`config.mk`:
```
export PLATFORM = sky130hd
export DESIGN_NAME = mod_updown_counter
export DESIGN_NICKNAME = d
export VERILOG_FILES = /design/src/rtl/counter_pkg.sv /design/src/rtl/count_next.sv /design/src/rtl/mod_updown_counter.sv
export SDC_FILE = /design/constraint.sdc
export NUM_CORES = 1
export LEC_CHECK = 0
export CORE_AREA = 2 2 39 41
export CTS_CLUSTER_DIAMETER = 60
export DETAILED_ROUTE_END_ITERATION = 6
export DIE_AREA = 0 0 41 43
export GPL_ROUTABILITY_DRIVEN = 0
export PLACE_DENSITY = 0.76
export SYNTH_ARGS = -nofsm -noshare
export SYNTH_HDL_FRONTEND = slang
export SYNTH_HIERARCHICAL = 1
export SYNTH_SLANG_ARGS = --single-unit
```
`constraint.sdc`:
```
create_clock -name clk -period 2.1 [get_ports clk]
set_input_delay 0.315 -clock clk [delete_from_list [all_inputs] [get_ports clk]]
set_output_delay 0.315 -clock clk [all_outputs]
set_load 0.02 [all_outputs]
```
`src/rtl/counter_pkg.sv`:
```
// counter_pkg
//   Shared constants and helpers for the counter/divider family.
//   CNT_WRAP / CNT_SAT : values for a counter's SATURATE parameter.
//   DIR_UP / DIR_DN    : encoding of the up_dn input.
//   clog2()            : bits needed to hold values 0 .. value-1.
package counter_pkg;

   localparam int   CNT_WRAP = 0;
   localparam int   CNT_SAT  = 1;

   localparam logic DIR_UP   = 1'b1;
   localparam logic DIR_DN   = 1'b0;

   // Bits needed to represent 0 .. value-1 (returns 0 for value <= 1).
   function automatic int clog2(input longint unsigned value);
      logic [63:0] v;
      int          bits;
      v    = (value > 64'd0) ? value - 64'd1 : 64'd0;
      bits = 0;
      for (int i = 0; i < 64; i++) begin
         if (v[i]) bits = i + 1;
      end
      return bits;
   endfunction

endpackage

```
`src/rtl/count_next.sv`:
```
// count_next
//   Combinational next-count and terminal-step logic for a modulo counter.
//   Ports:
//     q       in  WIDTH  current count (always within 0 .. MODULUS-1)
//     up_dn   in  1      DIR_UP / DIR_DN
//     q_next  out WIDTH  count after one enabled step
//     wrap    out 1      the step left the range (wrapped or was held)
module count_next
   import counter_pkg::*;
#(
   parameter int              WIDTH    = 4,
   parameter longint unsigned MODULUS  = 16,
   parameter int              SATURATE = CNT_WRAP
) (
   input  logic [WIDTH-1:0] q,
   input  logic             up_dn,
   output logic [WIDTH-1:0] q_next,
   output logic             wrap
);

   // One extra bit so MODULUS = 2^WIDTH needs no overflow special case:
   // a step past the top shows as a value above TOP, a step below zero
   // shows as the borrow in the extra bit.
   localparam logic [WIDTH:0] TOP = (WIDTH+1)'(MODULUS - 64'd1);
   localparam logic [WIDTH:0] ONE = {{WIDTH{1'b0}}, 1'b1};

   logic [WIDTH:0] q_ext;
   logic [WIDTH:0] cand;
   logic           out_of_range;

   // NOTE: every output of a combinational block gets a value before any
   // branch, so no path leaves a signal unassigned and no latch is inferred.
   always_comb begin
      q_ext        = {1'b0, q};
      cand         = q_ext;
      out_of_range = 1'b0;
      q_next       = q;
      wrap         = 1'b0;

      if (up_dn == DIR_UP) begin
         cand         = q_ext + ONE;
         out_of_range = (cand > TOP);
      end else begin
         cand         = q_ext - ONE;
         out_of_range = cand[WIDTH];
      end

      if (out_of_range) begin
         wrap = 1'b1;
         if (SATURATE == CNT_SAT) begin
            q_next = q;
         end else if (up_dn == DIR_UP) begin
            q_next = '0;
         end else begin
            q_next = TOP[WIDTH-1:0];
         end
      end else begin
         q_next = cand[WIDTH-1:0];
      end
   end

endmodule

```
`src/rtl/mod_updown_counter.sv`:
```
// mod_updown_counter
//   Synchronous modulo up/down counter with parallel load, synchronous
//   clear, optional saturation and a cascadable terminal count.
//   Ports:
//     clk       in  1      rising-edge clock
//     reset     in  1      asynchronous, active-low reset
//     en        in  1      count enable (one step per cycle)
//     up_dn     in  1      1 = up, 0 = down
//     clr       in  1      synchronous clear (highest priority)
//     load      in  1      synchronous parallel load
//     load_val  in  WIDTH  value for load; out-of-range loads MODULUS-1
//     q         out WIDTH  registered count
//     tc        out 1      combinational terminal count (drives next stage's en)
//     wrap      out 1      registered pulse after a step from a terminal value
//     load_err  out 1      registered pulse after an out-of-range load
module mod_updown_counter
   import counter_pkg::*;
#(
   parameter int              WIDTH    = 4,
   parameter longint unsigned MODULUS  = 16,
   parameter int              SATURATE = CNT_WRAP
) (
   input  logic             clk,
   input  logic             reset,
   input  logic             en,
   input  logic             up_dn,
   input  logic             clr,
   input  logic             load,
   input  logic [WIDTH-1:0] load_val,
   output logic [WIDTH-1:0] q,
   output logic             tc,
   output logic             wrap,
   output logic             load_err
);

   if (WIDTH < 1 || WIDTH > 32) begin : g_bad_width
      $fatal(1, "mod_updown_counter: WIDTH must be 1..32");
   end
   if (MODULUS < 64'd2 || clog2(MODULUS) > WIDTH) begin : g_bad_modulus
      $fatal(1, "mod_updown_counter: MODULUS must be 2..2^WIDTH");
   end
   if (SATURATE != CNT_WRAP && SATURATE != CNT_SAT) begin : g_bad_mode
      $fatal(1, "mod_updown_counter: SATURATE must be 0 or 1");
   end

   localparam logic [WIDTH:0] TOP     = (WIDTH+1)'(MODULUS - 64'd1);
   localparam logic [WIDTH:0] MOD_EXT = (WIDTH+1)'(MODULUS);

   logic [WIDTH-1:0] q_step;
   logic             step_wrap;
   logic             load_ok;

   count_next #(
      .WIDTH    (WIDTH),
      .MODULUS  (MODULUS),
      .SATURATE (SATURATE)
   ) u_next (
      .q      (q),
      .up_dn  (up_dn),
      .q_next (q_step),
      .wrap   (step_wrap)
   );

   assign load_ok = ({1'b0, load_val} < MOD_EXT);

   // Zero-latency cascade output: no path from clr/load/load_val.
   assign tc = en & ((up_dn == DIR_UP) ? ({1'b0, q} == TOP) : (q == '0));

   // NOTE: registers are written with non-blocking assignments so every
   // flop samples the pre-edge values and the whole count moves together.
   always_ff @(posedge clk or negedge reset) begin
      if (!reset) begin
         q        <= '0;
         wrap     <= 1'b0;
         load_err <= 1'b0;
      end else begin
         // Pulses default low; only the branch taken this edge raises one.
         wrap     <= 1'b0;
         load_err <= 1'b0;
         if (clr) begin
            q <= '0;
         end else if (load) begin
            if (load_ok) begin
               q <= load_val;
            end else begin
               q        <= TOP[WIDTH-1:0];
               load_err <= 1'b1;
            end
         end else if (en) begin
            q    <= q_step;
            wrap <= step_wrap;
         end
      end
   end

endmodule

```
== Word level (Yosys, flattened, before mapping) ==
Cells that the tools add are included.
Widths: inputs -> output; s select.

* Register bits after elaboration: 5
* Input port bits: 10
* Output and inout bits: 7

* Reduce and logical (&&, ||, !) cells: 2
* Eq/ne operators: 1
* $add $sub $neg: 2
* Magnitude comparators: 1
* Muxes and demuxes: 12
* Bitwise logic cells: 1

{| class="wikitable"
|+ Operator list
! cell !! count
|-
| $mux 4 || 6
|-
| $mux 1 || 6
|-
| $add 4x1->5 const B || 1
|-
| $gt 5x4->1 const B || 1
|-
| $sub 4x1->5 const B || 1
|-
| $eq 4x4->1 const B || 1
|-
| $logic_not 4->1 || 1
|-
| $reduce_bool 3->1 || 1
|-
| $and 1x1->1 || 1
|}

== Longest topological paths before layout ==
Gate-level depths: netlist of the first run.

* Depth after elaboration: 7
* Mapped depth: 7
* Mapped depth without buffers: 7

== Hierarchy ==
Netlist of the first run, hierarchy kept.

{| class="wikitable"
|+ By module, submodules not included
! module !! area an instance (µm²) !! sequential area each (µm²) !! cells each !! times used
|-
| mod_updown_counter || 279.0 || 125.1 || 28 || 1
|-
| count_next || 217.7 || 0.0 || 30 || 1
|}

== Worst setup path after synthesis of the first run ==
OpenSTA, ideal clock, no wires.

* Path kind: register -> register
* Start: reg q[0]
* End: reg q[3]
* Arrival time: 1.842 ns
* Period minus slack after synthesis: 1.969 ns
* Data required time: 1.973 ns
* Setup slack: 0.131 ns
* Setup time: 0.127 ns
* Cell stages (with the launch flop): 8
* Cell sequence: dfrtp_1 -> inv_1 -> ha_1 -> inv_1 -> o41ai_2 -> a221oi_1 -> mux2i_1 -> a211oi_1

* Word-level cells in the longest chain between the ends: 7

{| class="wikitable"
|+ RTL lines
! item !! line !! text
|-
| from (decl) || mod_updown_counter.sv:30 || <nowiki>output logic [WIDTH-1:0] q,</nowiki>
|-
| from (signal assigned) || mod_updown_counter.sv:84 || <nowiki>q <= load_val;</nowiki>
|-
| from (signal assigned) || mod_updown_counter.sv:86 || <nowiki>q <= TOP[WIDTH-1:0];</nowiki>
|-
| from (signal assigned) || mod_updown_counter.sv:90 || <nowiki>q <= q_step;</nowiki>
|-
| $add 4x1->5 || count_next.sv:41 || <nowiki>cand = q_ext + ONE;</nowiki>
|-
| $gt 5x4->1 || count_next.sv:42 || <nowiki>out_of_range = (cand > TOP);</nowiki>
|-
| $mux 1 || count_next.sv:40 || <nowiki>if (up_dn == DIR_UP) begin</nowiki>
|-
| $mux 4 * || count_next.sv:48 || <nowiki>if (out_of_range) begin</nowiki>
|-
| via q_step[3] || mod_updown_counter.sv:49 || <nowiki>logic [WIDTH-1:0] q_step;</nowiki>
|-
| $mux 4 * || mod_updown_counter.sv:89 || <nowiki>end else if (en) begin</nowiki>
|-
| $mux 4 * || mod_updown_counter.sv:82 || <nowiki>end else if (load) begin</nowiki>
|-
| $mux 4 * || mod_updown_counter.sv:80 || <nowiki>if (clr) begin</nowiki>
|}

The timed path passes the listed nets; every way through them passes the cells marked *. The select of a mux whose other input is x is not followed.
A chain may end at the register's enable or synchronous reset.

== Final worst setup path of the first run ==
* Start: reg q[1]
* End: out tc

* Word-level cells in the longest chain between the ends: 3

{| class="wikitable"
|+ RTL lines
! item !! line !! text
|-
| $eq 4x4->1 or $logic_not 4->1 (tied branches) || mod_updown_counter.sv:67 || <nowiki>assign tc = en & ((up_dn == DIR_UP) ? ({1'b0, q} == TOP) : (q == '0));</nowiki>
|-
| $mux 1 * || mod_updown_counter.sv:67 ||
|-
| $and 1x1->1 * || mod_updown_counter.sv:67 ||
|-
| to (decl) || mod_updown_counter.sv:31 || <nowiki>output logic tc,</nowiki>
|}

Every way passes the cells marked *; elsewhere a longest branch is shown, timed or not.

==> results of run 1 <==
cells in the mapped netlist:
master | n | area share (%)
dfrtp_1 | 5 | 25
inv_1 | 5 | 3.8
a211oi_1 | 4 | 6.0
mux2i_1 | 4 | 8.1
nor2b_1 | 4 | 5.0
o21ai_0 | 4 | 4.0
ha_1 | 3 | 7.6
nor2_1 | 3 | 2.3
a21oi_1 | 2 | 2.0
nand2_1 | 2 | 1.5
nand4_1 | 2 | 2.5
or4_1 | 2 | 3.0
xnor2_1 | 2 | 3.5
a21boi_1 | 1 | 1.5
a221oi_1 | 1 | 1.8
a311o_1 | 1 | 2.0
and2b_1 | 1 | 1.5
buf_2 | 1 | 1.0
buf_4 | 1 | 1.5
buf_6 | 1 | 2.3
conb_1 | 1 | 0.75
mux2_2 | 1 | 2.3
nand2b_1 | 1 | 1.3
nand3_1 | 1 | 1.0
nor3_1 | 1 | 1.0
nor3b_1 | 1 | 1.5
o22ai_1 | 1 | 1.3
o31ai_1 | 1 | 1.5
o41ai_2 | 1 | 3.3
final timing paths:
check                                  from  cells past startpoint               end  slack (ps)
min reg2reg                q[1]$_DFFE_PN0P_                      3  q[1]$_DFFE_PN0P_         810
max reg2reg                q[0]$_DFFE_PN0P_                      8  q[3]$_DFFE_PN0P_         140
max in group asynchronous             reset                      1    wrap$_DFF_PN0_        1630
min                                   reset                      1  q[0]$_DFFE_PN0P_         290
max                        q[1]$_DFFE_PN0P_                      3                tc         130
min in group clk                load_val[0]                      3  q[0]$_DFFE_PN0P_         670
sequential cells by signal, indices dropped and copies added, names as in the netlist:
| name | flops |
|---|---|
| wrap | 1 |
| q | 4 |
cells in the final DEF (no fill, tap or decap), drive strengths merged:
cell / n
dlygate4sd2: 1
o31ai: 1
nor3b: 1
nor2b: 4
nand2b: 1
nand4: 2
o41ai: 1
nand3: 1
a211oi: 4
a21boi: 1
conb: 1
nand2: 2
a221oi: 1
buf: 7
xnor2: 2
a311o: 1
dfrtp: 5
mux2: 1
o22ai: 1
a21oi: 2
mux2i: 4
nor2: 3
ha: 3
clkbuf: 4
nor3: 1
and2b: 1
or4: 2
o21ai: 4
inv: 5
clkdlybuf4s50: 14
metrics by stage:
stage               hold WS, ps  std cells  power, mW  worst slack [ps]
finish                      285         97      0.374               129
global route                301         97      0.398             -6.26
CTS                         285         97      0.372              50.7
detailed placement          546         93      0.258              60.8
global placement            537         93      0.255               101
floorplan                  19.4         58      0.196               131
cell families (layout without fill, tap and decap cells):
logic type,count (synthesis),count (layout),synth area share (%)
DFF,5,5,25.2
xor gates and xnor gates,2,2,3.53
muxes,5,5,10.3
adders and majority gates,3,3,7.56
and+or+nand+nor,18,18,20.7
other,1,1,0.755
AOI/OAI and AO/OA,16,16,23.4
buffers and inverters,8,31,8.56
worst max-delay path, stage by stage (launching register included):
cell and delay (ps):
dfrtp_1 370, or4_1 530, o22ai_1 170, dlygate4sd2_1 350
power breakdown:
| part | total (mW) | switching (mW) | internal (mW) |
|---|---|---|---|
| Combinational | 0.156 | 0.0798 | 0.0763 |
| Sequential | 0.106 | 0.00307 | 0.103 |
| Clock | 0.111 | 0.0394 | 0.0718 |
| Total | 0.374 | 0.122 | 0.252 |
what timing repair did:
| action | in CTS | in global routing |
|---|---|---|
| pin swaps | 0 | 1 |
| gates resized for setup | 1 | 3 |
| hold buffers | 0 | 0 |
| endpoints found under the setup margin | 1 | 2 |
per-layer routing:
layer	vias to the layer above	global-route usage, %	routed length, µm
met3	2	1.57	45
met5	-	0	0
met2	16	25.9	601
li1	256	-	-
met1	229	20.3	511
met4	0	10.0	22
final cells by class:
type	count	share of cell area, %
multi-input cells	45	46.9
well taps	16	2.71
repair buffers	22	27.3
inverters	5	2.54
flip-flops and latches	5	16.9
clock buffers	4	3.56
==> run summary, run 1 <==
STATUS
------------------------------------------------------------------------------------------------------
Outcome                                                                                   finished, final reports clean

GLOBAL ROUTING
------------------------------------------------------------------------------------------------------
Initial antenna violation count                                                                      0
Wire length of the first global-routing pass                                                   1.99 mm
Sum of overflow across all layers after global routing                                               0
Pin count of the biggest net entering global routing                                                12
Via count of the first global-routing pass                                                         500
Global-route total usage across every layer                                                      16.4%

DETAILED ROUTING
------------------------------------------------------------------------------------------------------
Number of vias in the routed layout                                                                503
DRC                                                                                                  0
Remaining number of nets flagged by the antenna check after routing                                  0
Final wirelength                                                                               1.18 mm
Number of iterations in the first detailed-routing pass                                              4
Number of violations reported at the end of detailed-routing iteration 0                             5
Wire length per cell after detailed routing                                                    12.2 µm
Vias per cell                                                                                     5.19

FLOORPLANNING
------------------------------------------------------------------------------------------------------
Die ar.                                                                                    0.00176 mm²
Initial core utilization                                                                         35.9%
Core box area                                                                              0.00138 mm²
Number of core rows                                                                                 14
DIE WIDTH                                                                                        41 µm
Die Span Y                                                                                       43 µm
Top-Level Pins                                                                                      17

SYNTH
------------------------------------------------------------------------------------------------------
Avg Cell Area, Syn                                                                            8.56 µm²
Synthesis-stage register bit count                                                                   5
Post-synthesis sequential area ratio                                                             25.2%
Distinct cells, synth                                                                               29
Post-synthesis instance area                                                                   497 µm²
Synth Instances                                                                                     58
Post-synthesis net count                                                                            71
Yosys synthesis warning count                                                                        6

PWR
------------------------------------------------------------------------------------------------------
Lkg Pwr                                                                                       0.318 nW
P per Cell Area                                                                             506 mW/mm²
Peak ir drop on the vdd network                                                               0.350 mV

STA
------------------------------------------------------------------------------------------------------
Setup Viol. Count Final                                                                              0
Summed negative setup slack over all endpoints                                                    0 ps
Max Transition Viols Final                                                                           0
Final critical path time including I/O delays and setup                                        1970 ps
Fin crit share                                                                                   93.9%
Setup clock skew after layout                                                                  3.91 ps
Final Hold Violating Endpoints                                                                       0
Achievable clock frequency                                                                     507 MHz

FINISH
------------------------------------------------------------------------------------------------------
Signed area change from the synthesized netlist to the final layout                              48.6%
Antenna fix cells                                                                                    0
Share of the core filled with cells                                                              53.3%
Final layout net count                                                                              95
Fraction of layout instances using a drive strength above 1                                      16.0%
Area used by sequential logic in the layout                                                    125 µm²
Fin area                                                                                       738 µm²
Filler Cell Count                                                                                  145
Area of the multi-input gates                                                                  347 µm²

PLACE
------------------------------------------------------------------------------------------------------
Standard cell area after detailed placement                                                    696 µm²
Number of buffers inserted by port buffering                                                        15
Total half-perimeter wirelength after legalization and detailed placement                       877 µm

CLOCK NETWORK
------------------------------------------------------------------------------------------------------
CTS tree                                                                                          done
Maximum buffer depth of the clock tree                                                               2
H-tree depth                                                                                         1
Insertion delay of the later-clocked pin in the worst-skew pair                                 240 ps
Clock transition at the register clock pins on the worst setup and hold paths after CTS          40 ps
Number of buffers added by the clock tree synthesis step                                             3
Number of post-CTS setup repair buffers                                                              0
Root buffer cell                                                                              clkbuf_4
Number of sinks on the clock net                                                                     5

WORST SETUP PATH
------------------------------------------------------------------------------------------------------
Startpoint class of the critical path                                                             flop
Path type of the worst setup path                                                              reg2out
Sort of element at the end of the critical path                                           primary output
Worst path arrival time                                                                        1660 ps
CP max FO                                                                                            2
CP required                                                                                    1780 ps

WORST HOLD PATH
------------------------------------------------------------------------------------------------------
Path category of the worst min-delay check                                                    in2async

FLOW RUN
------------------------------------------------------------------------------------------------------
Number of violations of the max-capacitance limit                                                    0

Note: power is estimated with default switching activity, not from simulation.
==> run 2, diff against run 1 <==
--- a/config.mk
+++ b/config.mk
@@ -6,7 +6,8 @@
 export NUM_CORES = 1
 export LEC_CHECK = 0
 export CORE_AREA = 2 2 39 41
-export CTS_CLUSTER_DIAMETER = 60
+export CTS_CLUSTER_DIAMETER = 150
+export CTS_CLUSTER_SIZE = 12
 export DETAILED_ROUTE_END_ITERATION = 6
 export DIE_AREA = 0 0 41 43
 export GPL_ROUTABILITY_DRIVEN = 0
==> constraint.sdc (replaced) <==
create_clock -name clk -period 2 [get_ports clk]
set_input_delay 0.3 -clock clk [delete_from_list [all_inputs] [get_ports clk]]
set_output_delay 0.3 -clock clk [all_outputs]
set_load 0.02 [all_outputs]
==> run summary, run 2 (synthesis results as in run 1) <==
CLOCK NETWORK
------------------------------------------------------------------------------------------------------
H-tree depth                                                                                         1
CTS tree                                                                                          done
Maximum buffer depth of the clock tree                                                               2
Number of buffers added by the clock tree synthesis step                                             3
Number of sinks on the clock net                                                                     5
Root buffer cell                                                                              clkbuf_4
Clock transition at the register clock pins on the worst setup and hold paths after CTS          40 ps
Insertion delay of the later-clocked pin in the worst-skew pair                                 240 ps

FINISH
------------------------------------------------------------------------------------------------------
Fin area                                                                                       773 µm²
Antenna fix cells                                                                                    0
Final layout net count                                                                             100
Registers with the highest flip-flop counts                                               q: 4 flops, wrap: 1 flops
Max reg flops                                                                                        4
Filler Cell Count                                                                                  133
Signed area change from the synthesized netlist to the final layout                              55.7%
Most frequent cells in the layout                                                         clkdlybuf4s50_1 (14), buf_4 (12), inv_1 (5), dfrtp_1 (5)
Register ranked first by flip-flop count                                                             q
Fraction of layout instances using a drive strength above 1                                      25.6%
Leading cell type in the layout, fill and taps excluded                                   clkdlybuf4s50_1

WORST SETUP PATH
------------------------------------------------------------------------------------------------------
Sort of element at the end of the critical path                                                   flop
Startpoint class of the critical path                                                             flop
CP max FO                                                                                            4
Slowest Stage Delay on Critical Path                                                            350 ps
Max stage delay cell, worst path                                                               dfrtp_1
Critical path cell sequence                                                               buf_4 -> inv_1 -> buf_4 -> ha_2 -> o41ai_2 -> buf_4 -> o31ai_1 -> mux2i_1 -> a211oi_2
CP most frequent cell                                                                            buf_4
Cells on worst reg2reg path                                                                          9
Worst path arrival time                                                                        1970 ps
CP required                                                                                    2110 ps
Path type of the worst setup path                                                              reg2reg

STA
------------------------------------------------------------------------------------------------------
RSZ-0062 raised after global routing                                                                no
Least setup slack across all paths after layout                                                 145 ps
Max Transition Viols Final                                                                           0
Setup clock skew after layout                                                                  2.88 ps
Setup Viol. Count Final                                                                              0
Final Hold Violating Endpoints                                                                       0
Achievable clock frequency                                                                     539 MHz
Fin crit share                                                                                   92.8%
Final critical path time including I/O delays and setup                                        1860 ps
Fin Hold WS                                                                                     276 ps

GLOBAL ROUTING
------------------------------------------------------------------------------------------------------
Pin count of the biggest net entering global routing                                                12
Met1 track demand over resource in global routing                                                20.3%
Global-route track usage on met2                                                                 35.0%
Met3 Resource Use GR                                                                             3.66%
Initial antenna violation count                                                                      0
Global-route total usage across every layer                                                      19.2%
Global route hottest layer                                                                        met2
Sum of overflow across all layers after global routing                                               0
Wire length of the first global-routing pass                                                   2.34 mm
Via count of the first global-routing pass                                                         604

DETAILED ROUTING
------------------------------------------------------------------------------------------------------
Remaining number of nets flagged by the antenna check after routing                                  0
Number of violations reported at the end of detailed-routing iteration 0                             4
Final wirelength                                                                               1.33 mm
Wire length per cell after detailed routing                                                    13.0 µm
Vias per cell                                                                                     5.23
Number of vias in the routed layout                                                                533
Number of iterations in the first detailed-routing pass                                              4
DRC                                                                                                  0

FLOORPLANNING
------------------------------------------------------------------------------------------------------
Initial core utilization                                                                         35.9%
Top-Level Pins                                                                                      17
DIE WIDTH                                                                                        41 µm
Number of core rows                                                                                 14
Die ar.                                                                                    0.00176 mm²
Core box area                                                                              0.00138 mm²
Die Span Y                                                                                       43 µm

PWR
------------------------------------------------------------------------------------------------------
P per Cell Area                                                                             530 mW/mm²
Peak ir drop on the vdd network                                                               0.328 mV
Power after layout                                                                            0.410 mW
Lkg Pwr                                                                                       0.337 nW

FLOW RUN
------------------------------------------------------------------------------------------------------
Number of violations of the max-capacitance limit                                                    0

PLACE
------------------------------------------------------------------------------------------------------
Total half-perimeter wirelength after legalization and detailed placement                      1.02 mm
Post-place setup slack                                                                        -28.5 ps
Standard cell area after detailed placement                                                    726 µm²
Number of buffers inserted by port buffering                                                        15

WORST HOLD PATH
------------------------------------------------------------------------------------------------------
Path category of the worst min-delay check                                                    in2async

STATUS
------------------------------------------------------------------------------------------------------
Outcome                                                                                   finished, final reports clean

## run 2: cell count changes in the layout (fill, tap and decap cells not counted), sizes merged
cell and change:
buf +5, clkbuf +1, dlygate4sd2 -1
## run 2: worst max-delay path, delay by kind of cell (launching register included)
kind	cells	cell delay (ps)
AO/OA/AOI/OAI	3	480
adder cells (fa/ha/maj)	1	180
buffers and inverters	4	490
flip-flops	1	350
multiplexers	1	210
## run 2: routing by layer
layer,wire length (µm),vias up
met5,0,-
met4,10,0
met3,89,2
met2,751,20
met1,478,244
li1,-,267
## run 2: worst paths after layout
path                               endpoint        startpoint  slack, ps
max reg2reg                q[1]$_DFFE_PN0P_  q[0]$_DFFE_PN0P_        140
min                        q[0]$_DFFE_PN0P_             reset        280
min in group clk           q[2]$_DFFE_PN0P_       load_val[2]        660
max                        q[1]$_DFFE_PN0P_  q[0]$_DFFE_PN0P_        140
min reg2reg                q[1]$_DFFE_PN0P_  q[1]$_DFFE_PN0P_        700
max in group asynchronous    wrap$_DFF_PN0_             reset       1530
## run 2: repair_timing
item                                    CTS  global route
hold buffers                              0             0
endpoints found under the hold margin     0             0
buffers inserted                          0             1
endpoints found under the setup margin    2             4
pin swaps                                 1             2
resized for setup                         2             6
## run 2: power by group
group	switching [mW]	leakage (nW)	internal [mW]
Combinational	0.0870	0.256	0.0913
Clock	0.0430	0.0150	0.0755
Sequential	0.00417	0.0653	0.109
Total	0.134	0.337	0.275
## run 2: layout make-up
type,instances,area [µm²],area share [%]
multi-input combinational,45,348,45.0
timing repair buffer,27,235,30.4
sequential,5,125,16.2
clock buffer,4,26.3,3.40
tap,16,20.0,2.59
inverter,5,18.8,2.43
## run 2: per-stage QoR
stage | util (%) | TNS, ps | std cells
detailed placement | 52.4 | -29.4 | 97
finish | 55.9 | 0 | 102
floorplan | - | 0 | 58
global route | 55.9 | 0 | 102
global placement | 52.4 | 0 | 97
CTS | 54.3 | 0 | 101
==> run 3, diff against run 2 <==
--- a/config.mk
+++ b/config.mk
@@ -11,7 +11,7 @@
 export DETAILED_ROUTE_END_ITERATION = 6
 export DIE_AREA = 0 0 41 43
 export GPL_ROUTABILITY_DRIVEN = 0
-export PLACE_DENSITY = 0.76
+export PLACE_DENSITY = 0.78
 export SYNTH_ARGS = -nofsm -noshare
 export SYNTH_HDL_FRONTEND = slang
 export SYNTH_HIERARCHICAL = 1
==> run summary, run 3 (synthesis results as in run 1) <==
GLOBAL ROUTING
------------------------------------------------------------------------------------------------------
Global-route total usage across every layer                                                      15.7%
Initial antenna violation count                                                                      0
Pin count of the biggest net entering global routing                                                12
Via count of the first global-routing pass                                                         520
Sum of overflow across all layers after global routing                                               0
Wire length of the first global-routing pass                                                   1.91 mm

WORST SETUP PATH
------------------------------------------------------------------------------------------------------
Gate family responsible for the most delay along the worst path                           compound AO/OA/AOI/OAI gates
Buf+Inv Stages, Crit Path                                                                            4
CP required                                                                                    2140 ps
Max stage delay cell, worst path                                                               dfrtp_1
Worst path arrival time                                                                        2070 ps
Endpoint of the most critical register-to-register path                                   q[3]$_DFFE_PN0P_
Cells on worst reg2reg path                                                                          9
CP most frequent cell                                                                            buf_4
CP max FO                                                                                            5
Path type of the worst setup path                                                              reg2reg
Critical path cell sequence                                                               buf_6 -> inv_1 -> buf_4 -> ha_1 -> o41ai_2 -> buf_4 -> a221oi_2 -> mux2i_1 -> a211oi_1
Sort of element at the end of the critical path                                                   flop
Slowest Stage Delay on Critical Path                                                            400 ps
Startpoint class of the critical path                                                             flop
Flop-to-flop setup slack                                                                         80 ps
Launching point of the worst reg2reg path                                                 q[0]$_DFFE_PN0P_

STA
------------------------------------------------------------------------------------------------------
Setup Viol. Count Final                                                                              0
Final critical path time including I/O delays and setup                                        1920 ps
Setup clock skew after layout                                                                  2.63 ps
Final Hold Violating Endpoints                                                                       0
Max Transition Viols Final                                                                           0
RSZ-0062 raised after global routing                                                                no
Fin Hold WS                                                                                     282 ps
Fin crit share                                                                                   96.1%
Achievable clock frequency                                                                     520 MHz

PWR
------------------------------------------------------------------------------------------------------
Lkg Pwr                                                                                       0.328 nW
P per Cell Area                                                                             525 mW/mm²
Peak ir drop on the vdd network                                                               0.388 mV

PLACE
------------------------------------------------------------------------------------------------------
Placed Instances                                                                                    95
Number of buffers inserted by port buffering                                                        15
Total half-perimeter wirelength after legalization and detailed placement                       951 µm

FINISH
------------------------------------------------------------------------------------------------------
Fraction of layout instances using a drive strength above 1                                      24.1%
Antenna fix cells                                                                                    0
Leading cell type in the layout, fill and taps excluded                                   clkdlybuf4s50_1
Most frequent cells in the layout                                                         clkdlybuf4s50_1 (14), buf_4 (8), dfrtp_1 (5)
Registers with the highest flip-flop counts                                               q: 4 flops, wrap: 1 flops
Register ranked first by flip-flop count                                                             q
Final std cells w/o fill                                                                            99
Signed area change from the synthesized netlist to the final layout                              53.1%
Area used by sequential logic in the layout                                                    125 µm²
Filler Cell Count                                                                                  130
Area of the multi-input gates                                                                  353 µm²
Final layout net count                                                                              97
Max reg flops                                                                                        4

CLOCK NETWORK
------------------------------------------------------------------------------------------------------
CTS tree                                                                                          done
H-tree depth                                                                                         1
Maximum buffer depth of the clock tree                                                               2
Clock transition at the register clock pins on the worst setup and hold paths after CTS          50 ps
Post-CTS Hold Buffers                                                                                0
Root buffer cell                                                                              clkbuf_4
Number of sinks on the clock net                                                                     5
Number of buffers added by the clock tree synthesis step                                             3
Insertion delay of the later-clocked pin in the worst-skew pair                                 240 ps
Number of post-CTS setup repair buffers                                                              0

DETAILED ROUTING
------------------------------------------------------------------------------------------------------
Top layer used by detailed routing                                                                met3
Detailed route wirelength on metal2                                                             630 µm
Number of vias in the routed layout                                                                496
WL met1                                                                                         489 µm
Number of violations reported at the end of detailed-routing iteration 0                             1
Met3 wire length                                                                                 28 µm
Wire length per cell after detailed routing                                                    11.6 µm
Vias per cell                                                                                     5.01
Final wirelength                                                                               1.15 mm
Remaining number of nets flagged by the antenna check after routing                                  0
Number of iterations in the first detailed-routing pass                                              2
DRC                                                                                                  0

STATUS
------------------------------------------------------------------------------------------------------
Outcome                                                                                   finished, final reports clean

FLOORPLANNING
------------------------------------------------------------------------------------------------------
Number of core rows                                                                                 14
Initial core utilization                                                                         35.9%
Top-Level Pins                                                                                      17
Die Span Y                                                                                       43 µm
DIE WIDTH                                                                                        41 µm
Core box area                                                                              0.00138 mm²
Die ar.                                                                                    0.00176 mm²

FLOW RUN
------------------------------------------------------------------------------------------------------
Number of violations of the max-capacitance limit                                                    0

WORST HOLD PATH
------------------------------------------------------------------------------------------------------
Path category of the worst min-delay check                                                    in2async

==> run 3: cell types whose count changed in the layout (fill, tap and decap cells not counted), sizes merged <==
cell	change
clkbuf	-1
buf	-3
clkinv	+1
==> run 3: how the worst max path moves through the flow <==
stage,start,slack (ps),cells after the start,to
2_1_floorplan,q[0]$_DFFE_PN0P_,30,7,q[3]$_DFFE_PN0P_
6_report,q[0]$_DFFE_PN0P_,80,9,q[3]$_DFFE_PN0P_
4_1_cts,q[1]$_DFFE_PN0P_,20,3,tc
3_5_place_dp,up_dn,-50,7,q[3]$_DFFE_PN0P_
3_3_place_gp,up_dn,20,7,q[3]$_DFFE_PN0P_
5_1_grt,q[0]$_DFFE_PN0P_,4,9,q[3]$_DFFE_PN0P_
==> run 3: where the power goes <==
group	internal (mW)	total (mW)	switching [mW]
Clock	0.0723	0.115	0.0422
Combinational	0.0880	0.172	0.0836
Sequential	0.109	0.113	0.00453
Total	0.269	0.399	0.130
==> run 3: layout make-up <==
cell class / instances / share of cell area (%)
clock buffers: 3 / 2.96
clock inverters: 1 / 0.658
inverters: 5 / 2.47
multi-input cells: 45 / 46.4
flip-flops and latches: 5 / 16.4
well taps: 16 / 2.63
repair buffers: 24 / 28.5
==> run 3: metrics by stage <==
step	setup TNS (ps)	instance area (µm²)	util, %	setup slack [ps]	total power, mW
after detailed placement	-50.2	711	51.4	-50.2	0.276
after floorplan	0	497	-	31.3	0.206
after global routing	0	761	55.0	4.04	0.432
final	0	761	55.0	78.6	0.399
after global placement	0	711	51.4	15.2	0.272
after CTS	0	743	53.7	18.7	0.397
==> run 3: metal layers <==
layer	track usage [%]	vias up
met3	0	0
li1	-	260
met2	28.4	10
met4	10.0	0
met1	16.3	226
met5	0	-
==> run 3: timing repair <==
item	in CTS	in global routing
pin swaps	1	2
gates cloned	0	0
gates resized for setup	3	6
endpoints found under the setup margin	2	5
